===== config.mk =====
export PLATFORM = sky130hd
export DESIGN_NAME = divided_clock_monitor
export DESIGN_NICKNAME = d
export VERILOG_FILES = /design/src/rtl/clk_div_pkg.sv /design/src/rtl/sync_edge_detect.sv /design/src/rtl/divided_clock_monitor.sv
export SDC_FILE = /design/constraint.sdc
export NUM_CORES = 1
export LEC_CHECK = 0
export BUFFER_PORTS_ARGS = -buffer_cell sky130_fd_sc_hd__buf_4
export CAP_MARGIN = 5
export CORE_MARGIN = 2
export CORE_UTILIZATION = 35
export DETAILED_ROUTE_END_ITERATION = 8
export PLACE_DENSITY = 0.5
export SLEW_MARGIN = 20
export SYNTH_ARGS = -nofsm -noshare
export SYNTH_HDL_FRONTEND = slang
export SYNTH_SLANG_ARGS = --single-unit

===== constraint.sdc =====
create_clock -name clk_100MHz -period 5.95 [get_ports clk_100MHz]
set_clock_uncertainty 0.05 [all_clocks]
set_input_delay 0.595 -clock clk_100MHz [delete_from_list [all_inputs] [get_ports clk_100MHz]]
set_output_delay 0.595 -clock clk_100MHz [all_outputs]
set_load 0.01 [all_outputs]

===== src/rtl/clk_div_pkg.sv =====
// clk_div_pkg: shared types and rate constants for divided-clock producers and consumers
package clk_div_pkg;
  typedef enum logic [1:0] {IDLE, ARMED, RUNNING, STALLED} mon_state_e;
  localparam int SYS_CLK_HZ = 100_000_000;
  localparam int TICK_HZ = 10;
  localparam int TICK_PERIOD = SYS_CLK_HZ / TICK_HZ;
  // 1.2x the nominal tick period before a divider is considered dead
  localparam int TICK_TIMEOUT = TICK_PERIOD / 5 * 6;
endpackage


===== src/rtl/sync_edge_detect.sv =====
// sync_edge_detect: synchronizes a slow asynchronous level and emits registered rise/fall strobes
module sync_edge_detect #(
  parameter int SYNC_STAGES = 2
) (
  input  logic clk_100MHz,
  input  logic rst,
  input  logic d,
  output logic rise,
  output logic fall
);
  logic [SYNC_STAGES-1:0] sync;
  logic hist;
  always_ff @(posedge clk_100MHz or posedge rst)
    if (rst) begin
      sync <= '0;
      hist <= 1'b0;
      rise <= 1'b0;
      fall <= 1'b0;
    end else begin
      sync <= {sync[SYNC_STAGES-2:0], d};
      hist <= sync[SYNC_STAGES-1];
      rise <= sync[SYNC_STAGES-1] & ~hist;
      fall <= ~sync[SYNC_STAGES-1] & hist;
    end
endmodule


===== src/rtl/divided_clock_monitor.sv =====
// divided_clock_monitor: turns a slow divided clock into strobes, period, beat count and stall flag
module divided_clock_monitor
  import clk_div_pkg::*;
#(
  parameter int SYNC_STAGES = 2,
  parameter int PERIOD_W = 24,
  parameter int TIMEOUT = TICK_TIMEOUT,
  parameter int BEAT_W = 16
) (
  input  logic                clk_100MHz,
  input  logic                rst,
  input  logic                clk_div_in,
  output logic                tick_rise,
  output logic                tick_fall,
  output logic [PERIOD_W-1:0] period,
  output logic                period_valid,
  output logic [BEAT_W-1:0]   beat_count,
  output logic                stalled
);
  // idle is sized to hold TIMEOUT even when the period counter is narrower
  localparam int IDLE_W = $clog2(TIMEOUT + 1);
  localparam logic [IDLE_W-1:0] TO = IDLE_W'(TIMEOUT);
  logic rise, fall, timeout, valid_nx, stalled_nx;
  logic [PERIOD_W-1:0] meas, period_nx;
  logic [IDLE_W-1:0] idle, idle_nx;
  mon_state_e state, state_nx;
  sync_edge_detect #(.SYNC_STAGES(SYNC_STAGES)) u_sync (
    .clk_100MHz(clk_100MHz),
    .rst(rst),
    .d(clk_div_in),
    .rise(rise),
    .fall(fall)
  );
  always_comb begin
    idle_nx = (rise | fall) ? '0 : (idle == TO) ? idle : idle + IDLE_W'(1);
    timeout = idle_nx == TO;
    state_nx = state;
    period_nx = period;
    valid_nx = period_valid;
    stalled_nx = stalled;
    case (state)
      IDLE: state_nx = rise ? ARMED : IDLE;
      ARMED: if (rise) begin
        state_nx = RUNNING;
        period_nx = meas;
        valid_nx = 1'b1;
      end
      RUNNING: period_nx = rise ? meas : period;
      STALLED: if (rise | fall) begin
        state_nx = rise ? ARMED : IDLE;
        stalled_nx = 1'b0;
      end
      default: state_nx = IDLE;
    endcase
    // a strobe clears idle_nx, so a coincident rise always beats the timeout
    if (timeout && state != STALLED) begin
      state_nx = STALLED;
      stalled_nx = 1'b1;
      valid_nx = 1'b0;
    end
  end
  always_ff @(posedge clk_100MHz or posedge rst)
    if (rst) state <= IDLE;
    else state <= state_nx;
  always_ff @(posedge clk_100MHz or posedge rst)
    if (rst) begin
      meas <= '0;
      idle <= '0;
      period <= '0;
      period_valid <= 1'b0;
      stalled <= 1'b0;
      beat_count <= '0;
      tick_rise <= 1'b0;
      tick_fall <= 1'b0;
    end else begin
      meas <= rise ? PERIOD_W'(1) : (&meas) ? meas : meas + PERIOD_W'(1);
      idle <= idle_nx;
      period <= period_nx;
      period_valid <= valid_nx;
      stalled <= stalled_nx;
      beat_count <= beat_count + BEAT_W'(rise);
      tick_rise <= rise;
      tick_fall <= fall;
    end
endmodule


; Word-level counts from Yosys, hierarchy flattened
; Index checks and enable logic that the tools add are counted.
[word_totals]
word_cells = 58
regBits = 99
[classes]
bitwise_logic = 5
eq_ne = 9
mux = 15
n_reduce_logical = 13
add_sub_neg = 3
[ops]
columns = op, n
row1 = 24-bit two-way mux, 4
row2 = 24-bit by 1-bit adder with 24-bit output (second input constant), 2
row3 = 24-bit == test (second input constant), 2
row4 = 24-bit AND reduction, 1
row5 = 16-bit by 1-bit adder with 16-bit output, 1
row6 = 2-bit nonzero test, 4
row7 = 1-bit two-way mux, 7
row8 = 2-bit two-way mux, 3
row9 = 2-bit case mux with 3 select lines, 1
row10 = 2-bit AND reduction, 3
row11 = 2-bit == test (second input constant), 2
row12 = 4-bit nonzero test, 1
row13 = 3-bit by 2-bit inequality test with 1-bit output (second input constant), 1
row14 = 3-bit inequality test (second input constant), 1
row15 = 3-bit AND reduction, 1
row16 = 1-bit bitwise AND, 2
row17 = 2-bit by 1-bit == test with 1-bit output (second input constant), 1
row18 = 2-bit zero test, 1
row19 = 2-bit by 1-bit inequality test with 1-bit output (second input constant), 1
row20 = 2-bit inequality test (second input constant), 1
row21 = 1-bit NOT, 2
row22 = 2-bit OR reduction, 1
row23 = 1-bit logical AND, 1
row24 = 1-bit bitwise OR, 1

; Logic depth before layout (Yosys ltp)
; Gate-level depths: netlist of the first run.
[depth]
ltp_word = 7
mapped_depth = 9
depth_no_buf = 9

; Modules after synthesis
; From an unflattened synthesis of the first run, not the netlist that was laid out.
[unflattened]
cells_unflattened = 432
area_unflattened_um2 = 4717.0
[modules_own_cells]
columns = mod, instances, area_per_inst_um2, cells_each, seq_area_each_um2
row1 = divided_clock_monitor, 1, 4573.1, 424, 2352.3
row2 = sync_edge_detect, 1, 143.9, 8, 125.1

; Worst setup path after synthesis of the first run
; Ideal clock, no wire load.
[synth_path]
path_type = reg-to-reg
from = reg idle[0]
to = reg period_valid
setup_ns = 0.117
synth_period_minus_slack_ns = 2.427
stages_incl_launch_ff = 10
n_path_buf = 0
t_arrival_ns = 2.261
setup_slack_ns = 3.523
path_cell_list = dfrtp_1 -> inv_1 -> ha_1 -> nor4b_1 -> nand3_1 -> nor4_4 -> or3b_2 -> nand4bb_1 -> or4_4 -> and2_4
[synth_via]
elab_chain_len = 7
word_cells_on_any_way = 10
[synth_lines]
columns = item, line
row1 = start: declaration, divided_clock_monitor.sv:25  ; logic [IDLE_W-1:0] idle, idle_nx;
row2 = start signal: assignment, divided_clock_monitor.sv:77  ; idle <= idle_nx;
row3 = 24-bit by 1-bit adder with 24-bit output / 24-bit == test (equally long branches), divided_clock_monitor.sv:35  ; idle_nx = (rise | fall) ? '0 : (idle == TO) ? idle : idle + IDLE_W'(1);
row4 = 24-bit two-way mux (*) (2 in a row), divided_clock_monitor.sv:35
row5 = 24-bit == test (*), divided_clock_monitor.sv:36  ; timeout = idle_nx == TO;
row6 = 1-bit logical AND (*), divided_clock_monitor.sv:56  ; if (timeout && state != STALLED) begin
row7 = 2-bit nonzero test (no source line), --
row8 = 2-bit AND reduction (no source line), --
row9 = end signal: assignment, divided_clock_monitor.sv:79  ; period_valid <= valid_nx;
row10 = end: declaration, divided_clock_monitor.sv:16  ; output logic period_valid,
; Every way passes the cells marked *; elsewhere a longest branch is shown, timed or not.
; A chain may end at the register's enable or synchronous reset.

; Worst setup path in the final report of the first run
[layout_path]
from = reg idle[1]
to = reg period_valid
[layout_via]
elab_chain_len = 7
word_cells_on_any_way = 10
[layout_lines]
columns = item, line
row1 = 24-bit by 1-bit adder with 24-bit output / 24-bit == test (equally long branches), divided_clock_monitor.sv:35
row2 = 24-bit two-way mux (*) (2 in a row), divided_clock_monitor.sv:35
row3 = net idle_nx[8], divided_clock_monitor.sv:25
row4 = 24-bit == test (*), divided_clock_monitor.sv:36
row5 = 1-bit logical AND (*), divided_clock_monitor.sv:56
row6 = 2-bit nonzero test (no source line), --
row7 = 2-bit AND reduction (no source line), --
; Mark *: on every way through the listed nets, which the timed path passes. The rest lies on a longest branch.

==> results of run 1 <==
## cell usage in the layout (no fill, tap or decap), drive strengths merged, types with 2 or more instances in the layout
cell,synthesis,routed
nand4,24,24
inv,10,13
mux2i,5,5
and2,4,4
nor2b,3,3
dfrtp,99,99
a21oi,15,15
nor4,12,12
ha,8,8
nand2b,2,2
nor3b,3,3
nand3,20,20
and3,10,10
or2,3,3
clkbuf,9,9
xor2,22,22
buf,6,49
nor4b,3,3
nand2,36,36
xnor2,23,23
nor2,45,45
clkinv,0,2
mux2,21,21
and4,3,3
o21ai,19,19
or3,13,13
nor3,5,5
## routing by layer
layer	vias up	global-route usage
li1	1619	-
met1	1658	0.194
met2	46	0.231
met3	15	0.0455
met4	0	0.0500
met5	-	0
## flip-flops by register name, indices dropped and copies added, names as in the netlist
signal,count
beat_count,16
idle,24
meas,24
period,24
period_valid,1
stalled,1
state,2
tick_fall,1
tick_rise,1
u_sync.fall,1
u_sync.hist,1
u_sync.rise,1
u_sync.sync,2
## kinds of logic (layout without fill, tap and decap cells)
logic type | count (synthesis) | count (layout)
AO/OA/AOI/OAI | 42 | 42
adder cells (fa/ha/maj) | 8 | 8
AND/OR/NAND/NOR | 190 | 190
XOR/XNOR | 45 | 45
flip-flops | 99 | 99
buffers and inverters | 25 | 75
multiplexers | 26 | 26
## worst max-delay path: stages, from the launching register on
cell       delay (ns)
dfrtp_1          0.45
ha_1             0.28
nand4_2          0.22
or3_1            0.42
a21oi_2          0.16
o21ai_0          0.12
nand4bb_1        0.19
or4_4            0.56
and2_4           0.16
## power groups by stage
stage | logic, W | clock network [W] | registers, W
after floorplan | 0.000131 | 0 | 0.000799
after global placement | 0.000227 | 0 | 0.000794
after detailed placement | 0.000232 | 0 | 0.000794
after CTS | 0.000232 | 0.000629 | 0.000783
after global routing | 0.000258 | 0.000655 | 0.000792
final | 0.000228 | 0.000605 | 0.000782
## metrics by stage
step	total power [W]	utilization	setup WS (ns)
global placement	0.00102	0.393	3.31
floorplan	0.000930	-	2.71
detailed placement	0.00103	0.393	3.26
finish	0.00162	0.419	3.24
CTS	0.00164	0.417	3.25
global route	0.00171	0.419	3.03
## worst min path at each step
stage	slack, ns	start	end
CTS	0.14	rst	meas[0]$_DFFE_PP0P_
detailed placement	0.29	u_sync.sync[0]$_DFF_PP0_	u_sync.sync[1]$_DFF_PP0_
floorplan	0.28	u_sync.sync[0]$_DFF_PP0_	u_sync.sync[1]$_DFF_PP0_
global placement	0.29	u_sync.sync[0]$_DFF_PP0_	u_sync.sync[1]$_DFF_PP0_
finish	0.14	rst	meas[0]$_DFFE_PP0P_
global route	0.14	rst	meas[0]$_DFFE_PP0P_
## final cells by class
| class | instances | area (µm²) | share of cell area |
|---|---|---|---|
| Tap cell | 176 | 220 | 0.0400 |
| Sequential cell | 99 | 2480 | 0.450 |
| Timing Repair Buffer | 49 | 388 | 0.0705 |
| Clock inverter | 7 | 82.6 | 0.0150 |
| Clock buffer | 9 | 225 | 0.0409 |
| Multi-Input combinational cell | 311 | 2070 | 0.376 |
| Inverter | 10 | 40.0 | 0.00728 |
==> out/summary.txt, run 1 <==
outcome -> complete, no violations
crit path launch type -> flop
Post-Synth Adder-Cell Area -> 0.0215
Final Hold Viols -> 0
leading area contributor after synthesis -> dfrtp_1
Max Slew Vio Count -> 0
HPWL Detailed -> 6740 µm
Seq pwr share -> 0.484
Gate Count Post-Synth -> 435
reg-to-reg slack, setup -> 3.24 ns
mux cell area share after synthesis -> 0.0615
remaining global-route overflow -> 0
Clk pwr share -> 0.375
ratio of cells with drive above 1 in the final layout -> 0.208
syn_nets -> 446
end of the critical path -> period_valid$_DFFE_PP0P_
per-cell routed wire length -> 14.7 µm
Placer Congestion -> 0.841
# rows -> 42
Post-CTS Hold Buffers -> 0
P_sw -> 0.000441 W
Reg clk slew, reported paths -> 0.08 ns
Area growth syn-to-layout -> 18.1%
Area after DPL -> 5170 µm²
Max Clk Rate -> 0.369 GHz
Die ar. -> 14200 µm²
met2 wire len -> 4700 µm
HP Class -> primary input to async pin
worst vdd ir -> 188 µV
TritonCTS clock tree -> built
Post-Synth Simple-Gate Area -> 0.225
leakage power -> 2.48 nW
Die Y -> 119 µm
DRC violations left -> 0
clk sinks -> 99
Final Non-Filler Cells -> 661
syn avg cell area -> 10.7 µm²
DRT Pass-1 Iters -> 4
Internal -> 0.00117 W
crit end category -> flop
Sw Ratio -> 0.273
CTS root buf -> clkbuf_16
synth warn -> 0
post-synthesis xor/xnor area fraction -> 0.0846
I/O Buffers -> 46
Total GRT Usage -> 0.147
maximum buffer depth of the clock tree -> 2
RSZ-0062 raised after global routing -> no
antenna violations before repair -> 0
vias in the first global route -> 3231
core outline area -> 13100 µm²
cts bufs inserted -> 9
clock latency on the worst-skew pair -> 0.35 ns
fillcell total -> 1336
Tcrit/Tclk final -> 0.455
Post-synth top flop -> dfrtp_1
Rel. slew slack -> 0.305
Die W -> 119 µm
max_cap viols -> 0
CP Max Fanout -> 7
main combinational cell family by area after synthesis -> simple AND/OR/NAND/NOR gates
Placed Cells -> 644
Worst Path Required -> 6.14 ns
post-synthesis sequential area ratio -> 0.532
Setup Buffers After CTS -> 0
Distinct cells, synth -> 50
post-route minimum period -> 2.71 ns
worst-margin pin slew -> 1.04 ns
Async SR Flop Fraction -> 1.00
Worst Setup SP -> idle[1]$_DFF_PP0_
WS Path Type -> flop to flop
vias per cell -> 5.05
Met1 Wirelength -> 4460 µm
via count -> 3338
Antenna Cells -> 0
Compound-Gate Fraction of Synth Area -> 0.0521
number of synthesized register bits -> 99
number of flops mapped to enable cells by yosys -> 0
Crit path arrival time -> 2.90 ns
setup_tns -> 0 ns
most common cell in the netlist -> dfrtp_1
Final Net Count -> 491
fin area -> 5500 µm²
PostCTS Resize Cnt -> 0
first-pass GRT wire length -> 16600 µm
H-tree depth -> 3
Max Used Layer -> met4
Combinational Power Share -> 0.141
I/O pin count -> 47
power density over the cells -> 293 nW/µm²
final hold slack -> 0.144 ns
R2R Path Start -> idle[1]$_DFF_PP0_
initial DRC count -> 235
post-synth top area share -> 0.532
worst reg2reg path endpoint -> period_valid$_DFFE_PP0P_
Antenna Violating Nets Remaining -> 0
Post-Syn Area -> 4660 µm²
worst r2r path cells -> 8
initial cell density of the core -> 0.355
largest net degree at the start of global routing -> 77
Final Setup Violations -> 0
Routed WL -> 9690 µm
synth top area cells -> dfrtp_1 53%, mux2_2 4.8%, xnor2_1 4.3%
DR WL met3 -> 350 µm
most frequent cells after synthesis -> 99 x dfrtp_1, 45 x nor2_1, 36 x nand2_1, 23 x xnor2_1
No activity file was read; power rests on OpenSTA's default activity.
==> run 2: changes to the inputs <==
clock period = 2.6 ns   (was 5.95 ns; I/O delays follow)
==> run 2 against run 1 <==
The flow now finishes with violations (hold timing). Clock power up 120%. Worst setup slack worse by 3.2 ns. Core utilization up 2.5 points. Worst hold slack got worse by 0.15 ns. Combinational power increased to 2.5 times the previous value. Sequential share of layout area decreased by 2.5 points. Count of clock-buffer cells in the layout increased by 3. Sequential power increased by 130%. Global-route usage increased by 0.20 points. Fmax increased by 5.7%. Largest power group unchanged.
==> out/summary.txt, run 2 (synthesis results as in run 1) <==
Clk pwr share -> 0.362 (was 0.375)
Internal -> 0.00272 W (was 0.00117 W)
I/O Buffers -> 46 (unchanged)
Die Y -> 119 µm (unchanged)
Slowest-stage cell, CP -> or4_4 (unchanged)
Worst Path Required -> 2.80 ns (was 6.14 ns)
post-route minimum period -> 2.56 ns (was 2.71 ns)
CTS root buf -> clkbuf_16 (unchanged)
core outline area -> 13100 µm² (unchanged)
CP Max Fanout -> 7 (unchanged)
CP cell instances -> inv_1 > ha_4 > nor4b_4 > nand3_2 > nor4_4 > or3b_4 > nand4bb_1 > or4_4 > and2_4 (was ha_1 > nand4_2 > or3_1 > a21oi_2 > o21ai_0 > nand4bb_1 > or4_4 > and2_4)
remaining global-route overflow -> 0 (unchanged)
antenna violations before repair -> 0 (unchanged)
Placer Congestion -> 0.839 (was 0.841)
leading cell type in the layout, fill and taps excluded -> dfrtp_1 (unchanged)
biggest regs -> idle x24, meas x24, period x24 (unchanged)
Final Non-Filler Cells -> 691 (was 661)
cts bufs inserted -> 9 (unchanged)
WS Path Type -> flop to flop (unchanged)
DRT Pass-1 Iters -> 6 (was 4)
worst r2r path cells -> 9 (was 8)
failing checks -> hold timing
Sw Ratio -> 0.265 (was 0.273)
Max Slew Vio Count -> 0 (unchanged)
Crit path largest cell delay -> 0.54 ns (was 0.56 ns)
crit end category -> flop (unchanged)
commonest cells after routing, fill and taps aside -> 96 x dfrtp_1, 76 x buf_4, 45 x nor2_1, 36 x nand2_1 (was 99 x dfrtp_1, 48 x buf_4, 45 x nor2_1, 36 x nand2_1, 23 x xnor2_1)
leakage power -> 2.62 nW (was 2.48 nW)
reg-to-reg slack, setup -> 0.04 ns (was 3.24 ns)
Die ar. -> 14200 µm² (unchanged)
# rows -> 42 (unchanged)
worst reg2reg path endpoint -> period_valid$_DFFE_PP0P_ (unchanged)
ratio of cells with drive above 1 in the final layout -> 0.278 (was 0.208)
Placed Cells -> 669 (was 644)
Final Setup Violations -> 0 (unchanged)
TritonCTS clock tree -> built (unchanged)
Routed WL -> 10300 µm (was 9690 µm)
final hold slack -> -0.00271 ns (was 0.144 ns)
I/O pin count -> 47 (unchanged)
crit path launch type -> flop (unchanged)
max_cap viols -> 0 (unchanged)
CP bufs+invs -> 1 (was 0)
clock latency on the worst-skew pair -> 0.35 ns (about the same)
vias per cell -> 5.02 (was 5.05)
Levels on crit path -> 9 (was 8)
power density over the cells -> 635 nW/µm² (was 293 nW/µm²)
Combinational Power Share -> 0.154 (was 0.141)
H-tree depth -> 3 (unchanged)
clk sinks -> 99 (unchanged)
via count -> 3466 (was 3338)
vias in the first global route -> 3280 (was 3231)
total power -> 0.00370 W (was 0.00162 W)
Max Clk Rate -> 0.391 GHz (was 0.369 GHz)
worst-margin pin slew -> 0.541 ns (was 1.04 ns)
multi-input logic area -> 2180 µm² (was 2070 µm²)
initial DRC count -> 204 (was 235)
Seq pwr share -> 0.483 (was 0.484)
Area growth syn-to-layout -> 25.3% (was 18.1%)
RSZ-0062 raised after global routing -> yes (was no)
HP Class -> primary input to async pin (unchanged)
Antenna Cells -> 0 (unchanged)
setup_tns -> 0 ns (unchanged)
outcome -> finished, violations left (was complete, no violations)
R2R Path Start -> idle[1]$_DFF_PP0_ (unchanged)
Worst path top cell family by delay -> simple AND/OR/NAND/NOR gates (unchanged)
Total GRT Usage -> 0.149 (was 0.147)
initial cell density of the core -> 0.355 (unchanged)
Reg clk slew, reported paths -> 0.07 ns (was 0.08 ns)
largest net degree at the start of global routing -> 100 (was 77)
P_sw -> 0.000980 W (was 0.000441 W)
first-pass GRT wire length -> 16800 µm (was 16600 µm)
HPWL Detailed -> 7020 µm (was 6740 µm)
Final Hold Viols -> 2 (was 0)
Crit path arrival time -> 2.76 ns (was 2.90 ns)
sequential cell area -> 2480 µm² (about the same)
Final Net Count -> 521 (was 491)
maximum buffer depth of the clock tree -> 2 (unchanged)
Die W -> 119 µm (unchanged)
Tcrit/Tclk final -> 0.984 (was 0.455)
fillcell total -> 1285 (was 1336)
Antenna Violating Nets Remaining -> 0 (unchanged)
DRC violations left -> 0 (unchanged)
Rel. slew slack -> 0.639 (was 0.305)
per-cell routed wire length -> 14.9 µm (was 14.7 µm)
worst vdd ir -> 361 µV (was 188 µV)
## run 2: cell types whose count changed in the layout (fill, tap and decap cells not counted), sizes merged
cell / change
buf: +29
clkbuf: +3
clkinv: -1
clkinvlp: +2
dlygate4sd3: +1
inv: -4
## run 2: how the worst max path moves through the flow
stage / startpoint / to
after floorplan: idle[0]$_DFF_PP0_ / period_valid$_DFFE_PP0P_
after global placement: idle[1]$_DFF_PP0_ / period_valid$_DFFE_PP0P_
after detailed placement: idle[1]$_DFF_PP0_ / period_valid$_DFFE_PP0P_
after CTS: idle[0]$_DFF_PP0_ / period_valid$_DFFE_PP0P_
after global routing: idle[1]$_DFF_PP0_ / period_valid$_DFFE_PP0P_
final: idle[1]$_DFF_PP0_ / period_valid$_DFFE_PP0P_
## run 2: metrics by stage
stage / utilization / setup slack [ns] / cell area [µm²]
after global routing: 0.444 / -0.0606 / 5840
final: 0.444 / 0.0404 / 5840
after floorplan: - / 0.173 / 4660
after global placement: 0.409 / -0.0696 / 5370
after CTS: 0.433 / 0.00555 / 5690
after detailed placement: 0.409 / -0.0960 / 5370
## run 2: power groups by stage
stage	combinational (W)	sequential [W]	clock, W
2_1_floorplan	0.000301	0.00183	0
3_3_place_gp	0.000537	0.00181	0
4_1_cts	0.000549	0.00179	0.00138
6_report	0.000572	0.00179	0.00134
3_5_place_dp	0.000545	0.00181	0
5_1_grt	0.000637	0.00181	0.00146
## run 2: metal layers
metal	up-vias	part of all wire	track usage
met5	-	0	0
met4	0	0.026	0.0750
met3	17	0.038	0.0307
met2	67	0.47	0.222
met1	1697	0.47	0.207
li1	1685	-	-
## run 2: cell type report
cell class	count	area share
Sequential cell	99	0.425
Multi-Input combinational cell	311	0.374
Timing Repair Buffer	79	0.105
Clock buffer	12	0.0422
Tap cell	176	0.0377
Clock inverter	4	0.00858
Inverter	10	0.00750
## run 2: worst register-to-register path, cell delays in order, from the launching register on
cell and delay, ns:
dfrtp_2 0.46, inv_1 0.12, ha_4 0.14, nor4b_4 0.19, nand3_2 0.12, nor4_4 0.35
or3b_4 0.20, nand4bb_1 0.10, or4_4 0.54, and2_4 0.18
## run 2: what timing repair did
| action | CTS | global route |
|---|---|---|
| setup endpoints to repair | 3 | 4 |
| pin swaps | 1 | 12 |
| gates resized for setup | 3 | 22 |
| buffers inserted | 1 | 5 |
| hold endpoints to repair | 1 | 0 |
| hold buffers | 1 | 0 |
==> run 3: changes to the inputs <==
CTS_BUF_LIST = sky130_fd_sc_hd__clkbuf_4   (was default)
HOLD_SLACK_MARGIN = 0.03   (was default)
==> run 3 against run 2 <==
The flow now finishes without violations. Final area down 1.6%. Sequential power about the same. Core utilization shrank 0.70 points. Via count about the same. Critical path depth stayed put. Power shrank 14%. Fmax increased by 0.34%. Wire length is 0.13% higher. Critical endpoint unchanged.
==> out/summary.txt, run 3 (synthesis results as in run 1) <==
outcome -> complete, no violations (was finished, violations left)
leakage power -> 2.60 nW (was 2.62 nW)
power density over the cells -> 555 nW/µm² (was 635 nW/µm²)
Seq pwr share -> 0.561 (was 0.483)
Slowest-stage cell, CP -> or4_4 (unchanged)
Die Y -> 119 µm (unchanged)
I/O pin count -> 47 (unchanged)
via count -> 3468 (was 3466)
DRC violations left -> 0 (unchanged)
largest net degree at the start of global routing -> 100 (unchanged)
Crit path largest cell delay -> 0.54 ns (about the same)
CP Max Fanout -> 5 (was 7)
RSZ-0062 raised after global routing -> yes (unchanged)
Clk pwr share -> 0.257 (was 0.362)
worst vdd ir -> 290 µV (was 361 µV)
Antenna Violating Nets Remaining -> 0 (unchanged)
commonest cells after routing, fill and taps aside -> 95 x dfrtp_1, 80 x buf_4, 45 x nor2_1, 36 x nand2_1 (was 96 x dfrtp_1, 76 x buf_4, 45 x nor2_1, 36 x nand2_1)
Rel. slew slack -> 0.647 (was 0.639)
Total GRT Usage -> 0.150 (was 0.149)
HPWL Detailed -> 7020 µm (unchanged)
WS Path Type -> flop to flop (unchanged)
Final Setup Violations -> 0 (unchanged)
I/O Buffers -> 46 (unchanged)
remaining global-route overflow -> 0 (unchanged)
vias per cell -> 4.98 (was 5.02)
Area growth syn-to-layout -> 23.3% (was 25.3%)
antenna violations before repair -> 1 (was 0)
clock latency on the worst-skew pair -> 0.46 ns (was 0.35 ns)
Reg clk slew, reported paths -> 0.15 ns (was 0.07 ns)
Worst Path Required -> 2.93 ns (was 2.80 ns)
Placed Cells -> 669 (unchanged)
Placer Congestion -> 0.839 (unchanged)
first-pass GRT wire length -> 16800 µm (about the same)
initial cell density of the core -> 0.355 (unchanged)
Max Slew Vio Count -> 0 (unchanged)
leading cell type in the layout, fill and taps excluded -> dfrtp_1 (unchanged)
CP cell instances -> buf_4 > ha_4 > nand3_1 > xor2_1 > a21oi_1 > nor4_1 > nand4bb_1 > or4_4 > and2_4 (was inv_1 > ha_4 > nor4b_4 > nand3_2 > nor4_4 > or3b_4 > nand4bb_1 > or4_4 > and2_4)
fillcell total -> 1284 (was 1285)
clk sinks -> 99 (unchanged)
cts bufs inserted -> 9 (unchanged)
initial DRC count -> 252 (was 204)
worst-margin pin slew -> 0.530 ns (was 0.541 ns)
vias in the first global route -> 3314 (was 3280)
core outline area -> 13100 µm² (unchanged)
final hold slack -> 0.316 ns (was -0.00271 ns)
Die ar. -> 14200 µm² (unchanged)
post-route minimum period -> 2.55 ns (was 2.56 ns)
H-tree depth -> 3 (unchanged)
total power -> 0.00319 W (was 0.00370 W)
ratio of cells with drive above 1 in the final layout -> 0.300 (was 0.278)
P_sw -> 0.000920 W (was 0.000980 W)
Crit path arrival time -> 2.88 ns (was 2.76 ns)
max_cap viols -> 0 (unchanged)
per-cell routed wire length -> 14.8 µm (was 14.9 µm)
post-placement worst setup slack -> -0.0960 ns (unchanged)
Tcrit/Tclk final -> 0.981 (was 0.984)
final worst setup slack -> 0.0492 ns (was 0.0404 ns)
Sw Ratio -> 0.289 (was 0.265)
Final Hold Viols -> 0 (was 2)
Final Util -> 0.437 (was 0.444)
Routed WL -> 10300 µm (about the same)
crit path launch type -> flop (unchanged)
Max Clk Rate -> 0.392 GHz (was 0.391 GHz)
biggest regs -> idle x24, meas x24, period x24 (unchanged)
Final Net Count -> 526 (was 521)
Final Non-Filler Cells -> 697 (was 691)
maximum buffer depth of the clock tree -> 2 (unchanged)
HP Class -> flop to flop (was primary input to async pin)
CTS root buf -> clkbuf_4 (was clkbuf_16)
DRT Pass-1 Iters -> 4 (was 6)
crit end category -> flop (unchanged)
TritonCTS clock tree -> built (unchanged)
Die W -> 119 µm (unchanged)
Combinational Power Share -> 0.182 (was 0.154)
Internal -> 0.00227 W (was 0.00272 W)
# rows -> 42 (unchanged)
[run 3: cell count changes in the layout (fill, tap and decap cells not counted), moves of 2 or more]
cell / previous run / this run
clkbuf_4: 0 / 11
clkbuf_16: 9 / 0
clkbuf_1: 2 / 0
buf_4: 76 / 80
[run 3: worst paths after layout]
kind / startpoint / cells after the start / to / slack [ns]
worst max-delay path: idle[0]$_DFF_PP0_ / 9 / period_valid$_DFFE_PP0P_ / 0.05
worst min-delay path: u_sync.sync[0]$_DFF_PP0_ / 0 / u_sync.sync[1]$_DFF_PP0_ / 0.32
worst max register to register: idle[0]$_DFF_PP0_ / 9 / period_valid$_DFFE_PP0P_ / 0.05
worst min register to register: u_sync.sync[0]$_DFF_PP0_ / 0 / u_sync.sync[1]$_DFF_PP0_ / 0.32
max in group asynchronous: rst / 4 / idle[13]$_DFF_PP0_ / 1.64
min in group asynchronous: rst / 4 / beat_count[14]$_DFF_PP0_ / 0.44
[run 3: per-stage QoR]
step	TNS, ns	cell area [µm²]
6_report	0	5740
2_1_floorplan	0	4660
3_3_place_gp	-0.0696	5370
5_1_grt	-0.0369	5740
3_5_place_dp	-0.133	5370
4_1_cts	0	5550
[run 3: metal layers]
metal / global-route usage / part of all wire / routed length [µm] / vias up
met5: 0 / 0 / 0 / -
met4: 0.0772 / 0.021 / 213 / 0
met3: 0.0307 / 0.028 / 285 / 15
met2: 0.224 / 0.47 / 4890 / 46
met1: 0.205 / 0.48 / 4930 / 1718
li1: - / - / - / 1689
[run 3: worst max-delay path: cells and delay by family (launching register included)]
kind	cells	cell delay (ns)
AOI/OAI and AO/OA	1	0.10
xor gates and xnor gates	1	0.23
adders and majority gates	1	0.18
buffers and inverters	1	0.16
DFF	1	0.48
and+or+nand+nor	5	1.27
[run 3: repair_timing]
| item | 4_1_cts | 5_1_grt |
|---|---|---|
| pin swaps | 1 | 20 |
| hold buffers | 2 | 0 |
| buffers inserted | 2 | 8 |
| setup endpoints to repair | 4 | 4 |
| resized for setup | 3 | 31 |
| endpoints found under the hold margin | 100 | 0 |
[run 3: area by class of cell]
cell class	count	area, µm²	area share
Antenna cell	1	2.50	0.000436
Clock inverter	5	53.8	0.00937
Tap cell	176	220	0.0383
Clock buffer	11	82.6	0.0144
Inverter	10	43.8	0.00762
Timing Repair Buffer	84	652	0.113
Sequential cell	99	2480	0.432
Multi-Input combinational cell	311	2210	0.384
[run 3: power groups by stage]
stage	logic, W	registers, W	clock network, W
after floorplan	0.000301	0.00183	0
after global placement	0.000537	0.00181	0
after detailed placement	0.000545	0.00181	0
after CTS	0.000553	0.00179	0.000857
after global routing	0.000645	0.00181	0.000929
final	0.000580	0.00179	0.000819
